[src/rtl/rfphoenix_dcache_rd_pkg.sv]
// Shared types and line geometry for the dcache read/refill engine.
package rfPhoenixPkg;

  typedef enum logic [1:0] {
    IDLE,
    LOOKUP,
    FETCH,
    FILL
  } dcache_rd_state_t;

  localparam int DC_BEAT_BYTES = 16;
  localparam int DC_LINE_BYTES = 64;

endpackage

[src/rtl/rfphoenix_line_assembler.sv]
// Collects refill beats into line slots, starting at the critical beat and wrapping.
module rfphoenix_line_assembler #(
  parameter int BEAT_W = 128,
  parameter int BEATS  = 4
) (
  input  logic                      clk,
  input  logic                      rst,
  input  logic                      start,
  input  logic [$clog2(BEATS)-1:0]  start_idx,
  input  logic                      beat_we,
  input  logic [BEAT_W-1:0]         beat_dat,
  output logic [$clog2(BEATS)-1:0]  beat_idx,
  output logic                      last_beat,
  output logic                      complete,
  output logic [BEAT_W*BEATS-1:0]   line
);

  localparam int IDX_W = $clog2(BEATS);
  localparam int CNT_W = $clog2(BEATS + 1);
  localparam logic [CNT_W-1:0] LAST_C = CNT_W'(BEATS - 1);

  logic [BEAT_W-1:0] slot [BEATS];
  logic [CNT_W-1:0]  rcvd;

  always_ff @(posedge clk) begin
    if (rst) begin
      beat_idx <= '0;
      rcvd     <= '0;
      complete <= 1'b0;
      for (int i = 0; i < BEATS; i++) slot[i] <= '0;
    end else if (start) begin
      beat_idx <= start_idx;
      rcvd     <= '0;
      complete <= 1'b0;
    end else if (beat_we) begin
      slot[beat_idx] <= beat_dat;
      // BEATS is a power of two, so the index wraps on its own
      beat_idx       <= beat_idx + 1'b1;
      rcvd           <= rcvd + 1'b1;
      complete       <= (rcvd == LAST_C);
    end
  end

  assign last_beat = (rcvd == LAST_C);

  for (genvar g = 0; g < BEATS; g++) begin : g_line
    assign line[g*BEAT_W +: BEAT_W] = slot[g];
  end

  logic [IDX_W-1:0] unused_idx_w;
  assign unused_idx_w = '0;

endmodule

[src/rtl/rfphoenix_dcache_rd.sv]
// Load-side dcache engine: tag-hit return, critical-beat-first line refill with
// early restart, single-beat uncached reads, store snoop and bus timeout.
module rfphoenix_dcache_rd
  import rfPhoenixPkg::*;
#(
  parameter int ADR_W  = 32,
  parameter int BEAT_W = DC_BEAT_BYTES * 8,
  parameter int BEATS  = DC_LINE_BYTES / DC_BEAT_BYTES,
  parameter int TMO    = 255
) (
  input  logic                     clk,
  input  logic                     rst,
  input  logic                     req_v,
  output logic                     req_rdy,
  input  logic [ADR_W-1:0]         req_adr,
  input  logic [3:0]               req_acr,
  input  logic                     hit,
  input  logic [BEAT_W*BEATS-1:0]  dc_dat,
  input  logic                     st_v,
  input  logic [ADR_W-1:0]         st_adr,
  output logic                     cyc_o,
  output logic                     stb_o,
  output logic [ADR_W-1:0]         adr_o,
  input  logic                     ack_i,
  input  logic                     err_i,
  input  logic [BEAT_W-1:0]        dat_i,
  output logic                     wr_dc,
  output logic [ADR_W-1:0]         wr_adr,
  output logic [BEAT_W*BEATS-1:0]  wr_line,
  output logic                     resp_v,
  output logic [BEAT_W-1:0]        resp_dat,
  output logic                     resp_err
);

  localparam int BYTE_BITS = $clog2(BEAT_W / 8);
  localparam int IDX_W     = $clog2(BEATS);
  localparam int LINE_LSB  = BYTE_BITS + IDX_W;
  localparam int TMO_W     = $clog2(TMO + 1);
  localparam logic [TMO_W-1:0] TMO_C = TMO_W'(TMO);

  dcache_rd_state_t state, state_nxt;

  logic [ADR_W-1:0]  adr_q;
  logic              cach_q, sent_q, stale_q;
  logic [TMO_W-1:0]  tmo_cnt;
  logic              accept, snoop_hit;
  logic              asm_start, beat_we, resp_ld, resp_bus;
  logic              resp_v_nxt, resp_err_nxt, tmo_inc, tmo_clr;
  logic [IDX_W-1:0]  crit_idx, beat_idx;
  logic              last_beat, line_done;
  logic [BEAT_W*BEATS-1:0] line;
  logic [BEAT_W-1:0] dc_beat [BEATS];

  for (genvar g = 0; g < BEATS; g++) begin : g_dc_beat
    assign dc_beat[g] = dc_dat[g*BEAT_W +: BEAT_W];
  end

  assign crit_idx  = adr_q[LINE_LSB-1:BYTE_BITS];
  assign accept    = (state == IDLE) && req_v;
  assign snoop_hit = st_v && ((state == FETCH) || (state == FILL)) &&
                     (st_adr[ADR_W-1:LINE_LSB] == adr_q[ADR_W-1:LINE_LSB]);

  rfphoenix_line_assembler #(
    .BEAT_W (BEAT_W),
    .BEATS  (BEATS)
  ) u_asm (
    .clk       (clk),
    .rst       (rst),
    .start     (asm_start),
    .start_idx (crit_idx),
    .beat_we   (beat_we),
    .beat_dat  (dat_i),
    .beat_idx  (beat_idx),
    .last_beat (last_beat),
    .complete  (line_done),
    .line      (line)
  );

  always_ff @(posedge clk) begin
    if (rst) begin
      state    <= IDLE;
      adr_q    <= '0;
      cach_q   <= 1'b0;
      sent_q   <= 1'b0;
      stale_q  <= 1'b0;
      tmo_cnt  <= '0;
      resp_v   <= 1'b0;
      resp_err <= 1'b0;
      resp_dat <= '0;
    end else begin
      state    <= state_nxt;
      resp_v   <= resp_v_nxt;
      resp_err <= resp_err_nxt;
      if (resp_ld) resp_dat <= resp_bus ? dat_i : dc_beat[crit_idx];
      if (accept) begin
        adr_q   <= req_adr;
        cach_q  <= req_acr[3];
        sent_q  <= 1'b0;
        stale_q <= 1'b0;
      end else begin
        if (resp_ld)   sent_q  <= 1'b1;
        if (snoop_hit) stale_q <= 1'b1;
      end
      if (tmo_clr)      tmo_cnt <= '0;
      else if (tmo_inc) tmo_cnt <= tmo_cnt + 1'b1;
    end
  end

  always_comb begin
    state_nxt    = state;
    resp_v_nxt   = 1'b0;
    resp_err_nxt = 1'b0;
    resp_ld      = 1'b0;
    resp_bus     = 1'b0;
    asm_start    = 1'b0;
    beat_we      = 1'b0;
    tmo_inc      = 1'b0;
    tmo_clr      = 1'b0;
    case (state)
      IDLE: if (req_v) state_nxt = LOOKUP;
      LOOKUP: begin
        if (cach_q && hit) begin
          resp_v_nxt = 1'b1;
          resp_ld    = 1'b1;
          state_nxt  = IDLE;
        end else begin
          asm_start = 1'b1;
          tmo_clr   = 1'b1;
          state_nxt = FETCH;
        end
      end
      FETCH: begin
        // error beats an ack in the same cycle; a late error only abandons the fill
        if (err_i || (!ack_i && tmo_cnt == TMO_C)) begin
          resp_v_nxt   = !sent_q;
          resp_err_nxt = !sent_q;
          state_nxt    = IDLE;
        end else if (ack_i) begin
          beat_we = 1'b1;
          tmo_clr = 1'b1;
          if (!sent_q) begin
            resp_v_nxt = 1'b1;
            resp_ld    = 1'b1;
            resp_bus   = 1'b1;
          end
          if (!cach_q)        state_nxt = IDLE;
          else if (last_beat) state_nxt = FILL;
        end else begin
          tmo_inc = 1'b1;
        end
      end
      FILL:    state_nxt = IDLE;
      default: state_nxt = IDLE;
    endcase
  end

  assign req_rdy = (state == IDLE);
  assign cyc_o   = (state == FETCH);
  assign stb_o   = (state == FETCH);
  assign adr_o   = {adr_q[ADR_W-1:LINE_LSB], beat_idx, {BYTE_BITS{1'b0}}};
  assign wr_dc   = (state == FILL) && line_done && !stale_q && !snoop_hit;
  assign wr_adr  = {adr_q[ADR_W-1:LINE_LSB], {LINE_LSB{1'b0}}};
  assign wr_line = line;

  logic unused_bits;
  assign unused_bits = ^{req_acr[2:0], st_adr[LINE_LSB-1:0], adr_q[BYTE_BITS-1:0]};

endmodule

[config.mk]
export PLATFORM = sky130hd
export DESIGN_NAME = rfphoenix_dcache_rd
export DESIGN_NICKNAME = d
export VERILOG_FILES = /design/src/rtl/rfphoenix_dcache_rd_pkg.sv /design/src/rtl/rfphoenix_line_assembler.sv /design/src/rtl/rfphoenix_dcache_rd.sv
export SDC_FILE = /design/constraint.sdc
export NUM_CORES = 1
export LEC_CHECK = 0
export CAP_MARGIN = 20
export CORE_AREA = 2 2 561 563
export DETAILED_ROUTE_END_ITERATION = 6
export DIE_AREA = 0 0 563 565
export HOLD_SLACK_MARGIN = 0.08
export PLACE_DENSITY_LB_ADDON = 0.15
export SETUP_SLACK_MARGIN = 0.02
export SKIP_CTS_REPAIR_TIMING = 1
export SLEW_MARGIN = 20
export SYNTH_ARGS = -nofsm -noshare
export SYNTH_HDL_FRONTEND = slang
export SYNTH_SLANG_ARGS = --single-unit
[constraint.sdc]
create_clock -name clk -period 25.4 [get_ports clk]
set_input_delay 3.81 -clock clk [delete_from_list [all_inputs] [get_ports clk]]
set_output_delay 3.81 -clock clk [all_outputs]
set_load 0.02 [all_outputs]
# After elaboration in Yosys (flattened, before gate mapping)
# Memories as Yosys holds them, arrays and structs flattened.
# Cells that the tools add are included.
# totals
input_bits	715
mem_bits_rw	512
elab_cells	90
ff_bits	181
out_inout_bits	710
n_memories	1
# memory_table
memory	depth	width	rd	rd_ports_with_merged_regs	write_ports	line	text
u_asm.slot	4	128	4	0	4	rfphoenix_line_assembler.sv:22	logic [BEAT_W-1:0] slot [BEATS];
# op_classes
eq_ne	9
n_addsub	3
mux	39
n_reduce_logical	22
bitwise	3
order_cmp	1
# ops
cell	count
$mux W128	4
$bmux W128 S2	1
$reduce_or A128 Y1	1
$eq A26 B26 Y1	1
$mux W1	21
$mux W2	9
$add A8 B1 Y8 const B	1
$eq A8 B8 Y1 const B	1
$logic_and A1 B1 Y1	8
$pmux W2 S4	1
$pmux W1 S2	3
$reduce_or A2 Y1	3
$eq A2 B2 Y1 const B	2
$logic_not A1 Y1	4
$ne A4 B2 Y1 const B	1
$add A3 B1 Y3 const B	1
$eq A3 B2 Y1 const B	1
$ge A3 B3 Y1 const B	1
$ne A3 B1 Y1 const B	1
$not A2 Y3	1
$reduce_and A3 Y1	1
$reduce_or A3 Y1	1
$add A2 B1 Y2 const B	1
$eq A2 B1 Y1 const B	1
other kinds (5)	7

# Logic depth before layout (Yosys ltp)
# Gate-level depths: netlist of the first run.
# depth
depth_word	11
ltp_mapped	9
depth_no_buf	6

# By module
# A second synthesis of the first run with hierarchy kept.
# hier_totals
cells_unflattened	2450
area_unflattened_um2	29854.9
# by_module_without_submodules
module	cells_each	seq_area_each_um2	n_inst	area_each_um2
rfphoenix_line_assembler	1258	15494.9	1	18763.0
rfphoenix_dcache_rd	1192	3423.3	1	11091.9

# Worst setup path before layout of the first run
# No wires, ideal clock.
# synth_path
path_kind	input to register
start	input ack_i
end	memory u_asm.slot[0][0] (enable)
n_path_buf	1
arrival_ns	17.068
setup_ns	0.962
cell_stages	3
slack_ns	7.370
required_time_ns	24.438
cell_sequence	buf_2 > nand3b_1 > o41ai_1
# synth_lines
element	line	text
start, declared	rfphoenix_dcache_rd.sv:24	input logic ack_i,
end, declared	rfphoenix_line_assembler.sv:22	

# Worst setup path in the final report of the first run
# layout_path
start	input st_adr[6]
end	output wr_dc
# layout_between
elab_chain_len	4
# layout_lines
element	line	text
start, declared	rfphoenix_dcache_rd.sv:20	input logic [ADR_W-1:0] st_adr,
$eq A26 B26 Y1	rfphoenix_dcache_rd.sv:61	(st_adr[ADR_W-1:LINE_LSB] == adr_q[ADR_W-1:LINE_LSB]);
$logic_and A1 B1 Y1	rfphoenix_dcache_rd.sv:60	assign snoop_hit = st_v && ((state == FETCH) || (state == FILL)) &&
$logic_not A1 Y1	rfphoenix_dcache_rd.sv:161	assign wr_dc = (state == FILL) && line_done && !stale_q && !snoop_hit;
$logic_and A1 B1 Y1	rfphoenix_dcache_rd.sv:161	
end, declared	rfphoenix_dcache_rd.sv:27	output logic wr_dc,
# No other way between the ends.

==> results.py, run 1 <==
metrics = {
    "critical_path": {
        "cp-start-kind": "input port",
        "critPathArrivalTime_ns": 7.25,
        "crit_required_ns": 21.59,
        "path_class": "input port to output pin",
        "crit_fanout": 2,
        "endpoint_kind": "output pin",
    },
    "flow_run": {
        "drv_cap": 0,
    },
    "clock_tree": {
        "cts_tree": "done",
        "cts_buffers": 100,
        "cts_root_buffer": "clkbuf_16",
        "clk_transition_reported_paths_ns": 0.05,
        "cts_sinks": 689,
        "clkLatencyLatePin_ns": 0.82,
        "clock_path_buffers": 4,
        "htree_levels": 3,
    },
    "sta": {
        "fmax_mhz": 90.4,
        "rsz0062_at_grt": "false",
        "relSlewSlack": 0.250,
        "slew_viol_final": 0,
        "clock_skew_ns": 0.0603,
        "hold_viol": 0,
        "finalCritPeriodShare": 0.436,
        "hold_ws_ns": 0.464,
        "worst_pin_slew_ns": 1.12,
        "setup_tns_ns": 0,
        "post-route-min-period_ns": 11.06,
        "setup_viol": 0,
    },
    "grt": {
        "grt_util_all_layers": 0.126,
        "grt_pass1_wl_um": 267000,
        "antenna_found_initial": 70,
        "grt_pass1_vias": 25800,
        "grt_overflow": 0,
        "grt_max_degree": 60,
    },
    "power_and_ir_drop": {
        "cell_internal_pwr_uw": 2290,
        "switching_share": 0.278,
        "p_per_area_nw_per_um2": 61.4,
        "clkPwrFrac": 0.448,
        "power.leakage_uw": 0.0174,
        "totalPowerFinal_uw": 3180,
        "seq_power_share": 0.399,
        "switching_power_uw": 885,
        "vdd_drop_max_mv": 0.0568,
        "combPwrFrac": 0.154,
    },
    "floorplanning": {
        "io-pin-count": 1425,
        "die-width_um": 563,
        "start_util": 0.0965,
        "coreArea_um2": 311000,
        "fp.dieH_um": 565,
        "dieArea_um2": 318000,
        "rows": 205,
    },
    "min_path": {
        "holdCritPathClass": "flop to flop",
    },
    "outcome": {
        "run_status": "completed",
    },
    "synthesis": {
        "synth_cell_types": 54,
        "yosys_register_bits": 689,
        "syn_avg_cell_area_um2": 13.0,
        "synth_flop_cell": "edfxtp_1",
        "seq_area_frac_synth": 0.630,
        "syn_inst": 2307,
        "synth_edf_count": 512,
        "yosysWarnings": 0,
        "synthArstFlopShare": 0,
        "syn_area_um2": 30100,
    },
    "detailed_routing": {
        "drtIter0Drc": 1438,
        "drc": 0,
        "via_count": 24700,
        "wl_per_cell_um": 26.6,
        "wirelength_um": 210000,
        "ant_nets": 0,
        "avgViaCountPerCell": 3.14,
        "first_pass_iters": 4,
    },
    "final_layout": {
        "multiInputGateArea_um2": 9980,
        "seqCellArea_um2": 18900,
        "drive_above_1_share": 0.0914,
        "num-fill-cells": 34600,
        "final_core_util": 0.166,
        "final_common_cell": "clkdlybuf4s50_1",
        "area_growth_pct": 72.4,
        "nNetsFinal": 4361,
        "final_cell_mix": "1401 x clkdlybuf4s50_1, 515 x and2_1, 512 x edfxtp_1",
    },
    "placed_design": {
        "place.gp.congestion": 0.756,
        "hpwlAfterDp_um": 163000,
        "numPortBuffers": 1401,
    },
}
==> through the flow <==
stage	setup slack [ns]	cells	instance area [um2]
after global placement	14.07	7677	48500
after CTS	14.08	7859	51800
final	14.34	7878	51800
after global routing	14.24	7863	51800
after detailed placement	14.09	7677	48500
after floorplan	7.37	2316	30100
==> routing by layer <==
layer | vias to the layer above | part of all wire | global-route usage
met5 | - | 0.00025 | 0
met4 | 8 | 0.022 | 0.0314
li1 | 10900 | - | -
met1 | 12400 | 0.41 | 0.154
met3 | 179 | 0.11 | 0.0526
met2 | 1208 | 0.46 | 0.203
==> flip-flops by register name, summed over array words and instances, names as in the netlist, 2 cells and up <==
signal / flops
adr_q: 28
resp_dat: 128
state: 2
tmo_cnt: 8
u_asm.beat_idx: 2
u_asm.rcvd: 3
u_asm.slot: 512
==> cell usage after synthesis (2+ instances only) <==
cell type	count	area share
nor3_1	3	0.00050
xnor2_1	24	0.0070
o31ai_1	2	0.00050
dfxtp_1	177	0.12
o21ai_0	30	0.0050
nand4_1	6	0.0012
o211ai_1	2	0.00050
nand2b_1	2	0.00042
a21oi_1	33	0.0055
nand3b_1	2	0.00050
nor3_2	2	0.00067
buf_2	83	0.014
nor3b_1	2	0.00050
o21ai_1	101	0.017
a31oi_1	129	0.027
nor4_1	3	0.00062
buf_1	20	0.0025
xor2_1	11	0.0032
nand2_1	329	0.041
o2111ai_1	2	0.00058
mux4_2	128	0.096
nor2_1	16	0.0020
inv_1	7	0.00087
clkbuf_1	55	0.0069
and4_1	2	0.00058
nand3_1	2	0.00033
edfxtp_1	512	0.51
ha_1	7	0.0029
and2_1	515	0.11
a211oi_1	3	0.00075
buf_4	74	0.018
==> layout make-up <==
type	count	share of cell area
timing repair buffer	1453	0.278
clock buffer	130	0.0516
clock inverter	52	0.0107
inverter	7	0.000652
sequential	689	0.365
antenna	19	0.000918
tap	4140	0.100
multi-input combinational	1388	0.193
==> cells by family after synthesis <==
group | Yosys count | share of synthesized area
and+or+nand+nor | 893 | 0.158
DFF | 689 | 0.630
adders and majority gates | 7 | 0.00291
muxes | 129 | 0.0963
xor gates and xnor gates | 35 | 0.0102
other | 1 | 0.000125
AOI/OAI and AO/OA | 314 | 0.0602
buffers and inverters | 239 | 0.0426
==> worst paths after layout <==
check             slack, ns  cells past startpoint            end     startpoint
hold / removal         0.46                      2  u_asm.rcvd[1]  u_asm.rcvd[1]
setup / recovery      14.34                      6          wr_dc      st_adr[6]
hold reg to reg        0.46                      2  u_asm.rcvd[1]  u_asm.rcvd[1]
setup reg to reg      20.48                      8   resp_dat[71]       state[1]
==> worst max-delay path: stages <==
cell	delay, ns
clkdlybuf4s50_1	0.41
xnor2_1	0.84
nand4_1	0.32
nor4_1	0.78
a31oi_1	0.41
clkdlybuf4s50_1	0.66
==> power by group through the flow <==
stage | logic (uW) | registers (uW) | clock network [uW]
finish | 488 | 1270 | 1420
global route | 517 | 1270 | 1530
CTS | 505 | 1270 | 1490
detailed placement | 503 | 1290 | 0
global placement | 505 | 1290 | 0
floorplan | 138 | 1340 | 0
(Power assumes the default switching activity.)
==> run 2: changes to the inputs <==
--- a/config.mk
+++ b/config.mk
@@ -6,9 +6,9 @@
 export NUM_CORES = 1
 export LEC_CHECK = 0
 export CAP_MARGIN = 20
-export CORE_AREA = 2 2 561 563
+export CORE_AREA = 2 2 547 549
 export DETAILED_ROUTE_END_ITERATION = 6
-export DIE_AREA = 0 0 563 565
+export DIE_AREA = 0 0 549 551
 export HOLD_SLACK_MARGIN = 0.08
 export PLACE_DENSITY_LB_ADDON = 0.15
 export SETUP_SLACK_MARGIN = 0.02
==> constraint.sdc (replaced) <==
create_clock -name clk -period 11.15 [get_ports clk]
set_input_delay 1.6725 -clock clk [delete_from_list [all_inputs] [get_ports clk]]
set_output_delay 1.6725 -clock clk [all_outputs]
set_load 0.02 [all_outputs]
==> run 2 against run 1 <==
  * Utilization rose by 0.68 points
  * Critical path type unchanged
  * First-iteration DRC count rose by 6.8%
  * Global-route usage fell by 0.18 points
  * Combinational power rose by 120%
  * Final area fell by 0.95%
==> results.py, run 2 (same netlist as run 1, synthesis figures left out) <==
metrics = {
    "sta": {
        "relSlewSlack": 0.309,
        "worst_pin_slew_ns": 1.03,
        "setup_viol": 0,
        "finalCritPeriodShare": 0.533,
        "setup_tns_ns": 0,
        "hold_viol": 0,
        "post-route-min-period_ns": 5.95,
        "fmax_mhz": 168,
        "rsz0062_at_grt": "false",
        "hold_ws_ns": 0.464,
        "clock_skew_ns": 0.0536,
        "slew_viol_final": 0,
    },
    "grt": {
        "top_usage_layer": "met2",
        "gr-usage-met3": 0.0511,
        "use_met2": 0.201,
        "grt_overflow": 0,
        "met1_usage": 0.150,
        "grt_pass1_wl_um": 253000,
        "antenna_found_initial": 52,
        "grt_pass1_vias": 25800,
        "grt_max_degree": 111,
        "grt_util_all_layers": 0.124,
    },
    "clock_tree": {
        "cts_sinks": 689,
        "htree_levels": 3,
        "cts_buffers": 97,
        "clock_path_buffers": 4,
        "cts_tree": "done",
        "clk_transition_reported_paths_ns": 0.05,
        "clkLatencyLatePin_ns": 0.80,
        "cts_root_buffer": "clkbuf_16",
    },
    "placed_design": {
        "hpwlAfterDp_um": 150000,
        "place.gp.congestion": 0.759,
        "place_area_um2": 48300,
        "numPortBuffers": 1401,
    },
    "final_layout": {
        "final_common_cell": "clkdlybuf4s50_1",
        "nNetsFinal": 4354,
        "area_growth_pct": 70.8,
        "largest_reg_flops": 512,
        "regMostFlops": "u_asm.slot",
        "final_core_util": 0.173,
        "final_cell_area_um2": 51300,
        "num-fill-cells": 32800,
        "drive_above_1_share": 0.0871,
        "largestRegisters": "u_asm.slot x512, resp_dat x128, adr_q x28",
        "final_cell_mix": "1400 x clkdlybuf4s50_1, 515 x and2_1, 512 x edfxtp_1",
    },
    "critical_path": {
        "critPathTopFamily": "simple AND/OR/NAND/NOR gates",
        "critPathArrivalTime_ns": 4.27,
        "crit_top_cell": "clkdlybuf4s50_1",
        "reg2reg_to": "u_asm.slot[2][107]",
        "cp-start-kind": "input port",
        "crit-reg2reg-launch": "state[1]",
        "crit_required_ns": 9.48,
        "path_cells": "clkdlybuf4s50_1 -> xor2_1 -> or4_1 -> nor4_1 -> a31oi_1 -> clkdlybuf4s50_1",
        "endpoint_kind": "output pin",
        "reg2reg_slack_ns": 6.45,
        "critPathMaxStageDelay_ns": 0.65,
        "crit_slowest_cell": "nor4_1",
        "crit_buf_inv": 2,
        "crit_fanout": 2,
        "reg2reg_depth": 8,
        "path_class": "input port to output pin",
    },
    "power_and_ir_drop": {
        "vdd_drop_max_mv": 0.109,
        "power.leakage_uw": 0.0173,
        "p_per_area_nw_per_um2": 136,
    },
    "floorplanning": {
        "coreArea_um2": 296000,
        "fp.dieH_um": 551,
        "rows": 200,
        "die-width_um": 549,
        "io-pin-count": 1425,
        "start_util": 0.101,
        "dieArea_um2": 302000,
    },
    "min_path": {
        "holdPathStages": 2,
        "holdCritPathClass": "flop to flop",
        "holdCritStartpoint": "u_asm.rcvd[1]",
        "holdPathEnd": "u_asm.rcvd[1]",
    },
    "detailed_routing": {
        "via_count": 24600,
        "wirelength_um": 196000,
        "drc": 0,
        "ant_nets": 0,
        "drtIter0Drc": 1536,
        "first_pass_iters": 6,
        "avgViaCountPerCell": 3.21,
        "wl_per_cell_um": 25.6,
    },
    "outcome": {
        "run_status": "completed",
    },
    "flow_run": {
        "drv_cap": 0,
    },
}
-- run 2: changes by cell type in the layout (fill, tap and decap cells not counted), moves of 3 or more --
cell	change
buf_12	+4
clkbuf_16	-3
bufinv_16	-5
buf_4	-8
clkbuf_1	+7
clkinv_4	-5
-- run 2: worst max-delay path by stage --
stage                               to  cells past startpoint  slack [ns]  startpoint
finish                           wr_dc                      6        5.20  st_adr[12]
CTS                              wr_dc                      6        5.16  st_adr[12]
global placement    u_asm.slot[2][107]                      8        4.83       ack_i
global route                     wr_dc                      6        5.12  st_adr[12]
detailed placement   u_asm.slot[2][13]                      8        4.77       ack_i
floorplan             u_asm.slot[0][0]                      3        1.38       ack_i
-- run 2: power by group --
group	switching [uW]	internal (uW)	total [uW]
Sequential	50.0	2830	2880
Clock	1300	1720	3020
Combinational	575	512	1090
-- run 2: final cells by class --
class | count | area, um2 | share of cell area
Sequential cell | 689 | 18900 | 0.369
Timing Repair Buffer | 1449 | 14400 | 0.281
Multi-Input combinational cell | 1388 | 9990 | 0.195
Tap cell | 3939 | 4930 | 0.0960
Clock buffer | 135 | 2640 | 0.0514
Clock inverter | 41 | 327 | 0.00636
Antenna cell | 18 | 45.0 | 0.000878
Inverter | 7 | 31.3 | 0.000610
-- run 2: tightest hold or removal path, cell delays in order, from the launching register on --
cell	delay (ns)
dfxtp_1	0.31
nand2_1	0.05
a21oi_1	0.05
-- run 2: through the flow --
step	total power [uW]	worst slack (ns)	std cells
after global placement	4060	4.83	7472
after CTS	7170	5.16	7648
after global routing	7290	5.12	7652
final	6990	5.20	7666
after detailed placement	4050	4.77	7472
after floorplan	3350	1.38	2316
-- run 2: per-layer routing --
layer  share of wire  wire, um
met5         0.00062       121
met4           0.027      5350
met3            0.11     20700
met2            0.46     90500
met1            0.41     79500
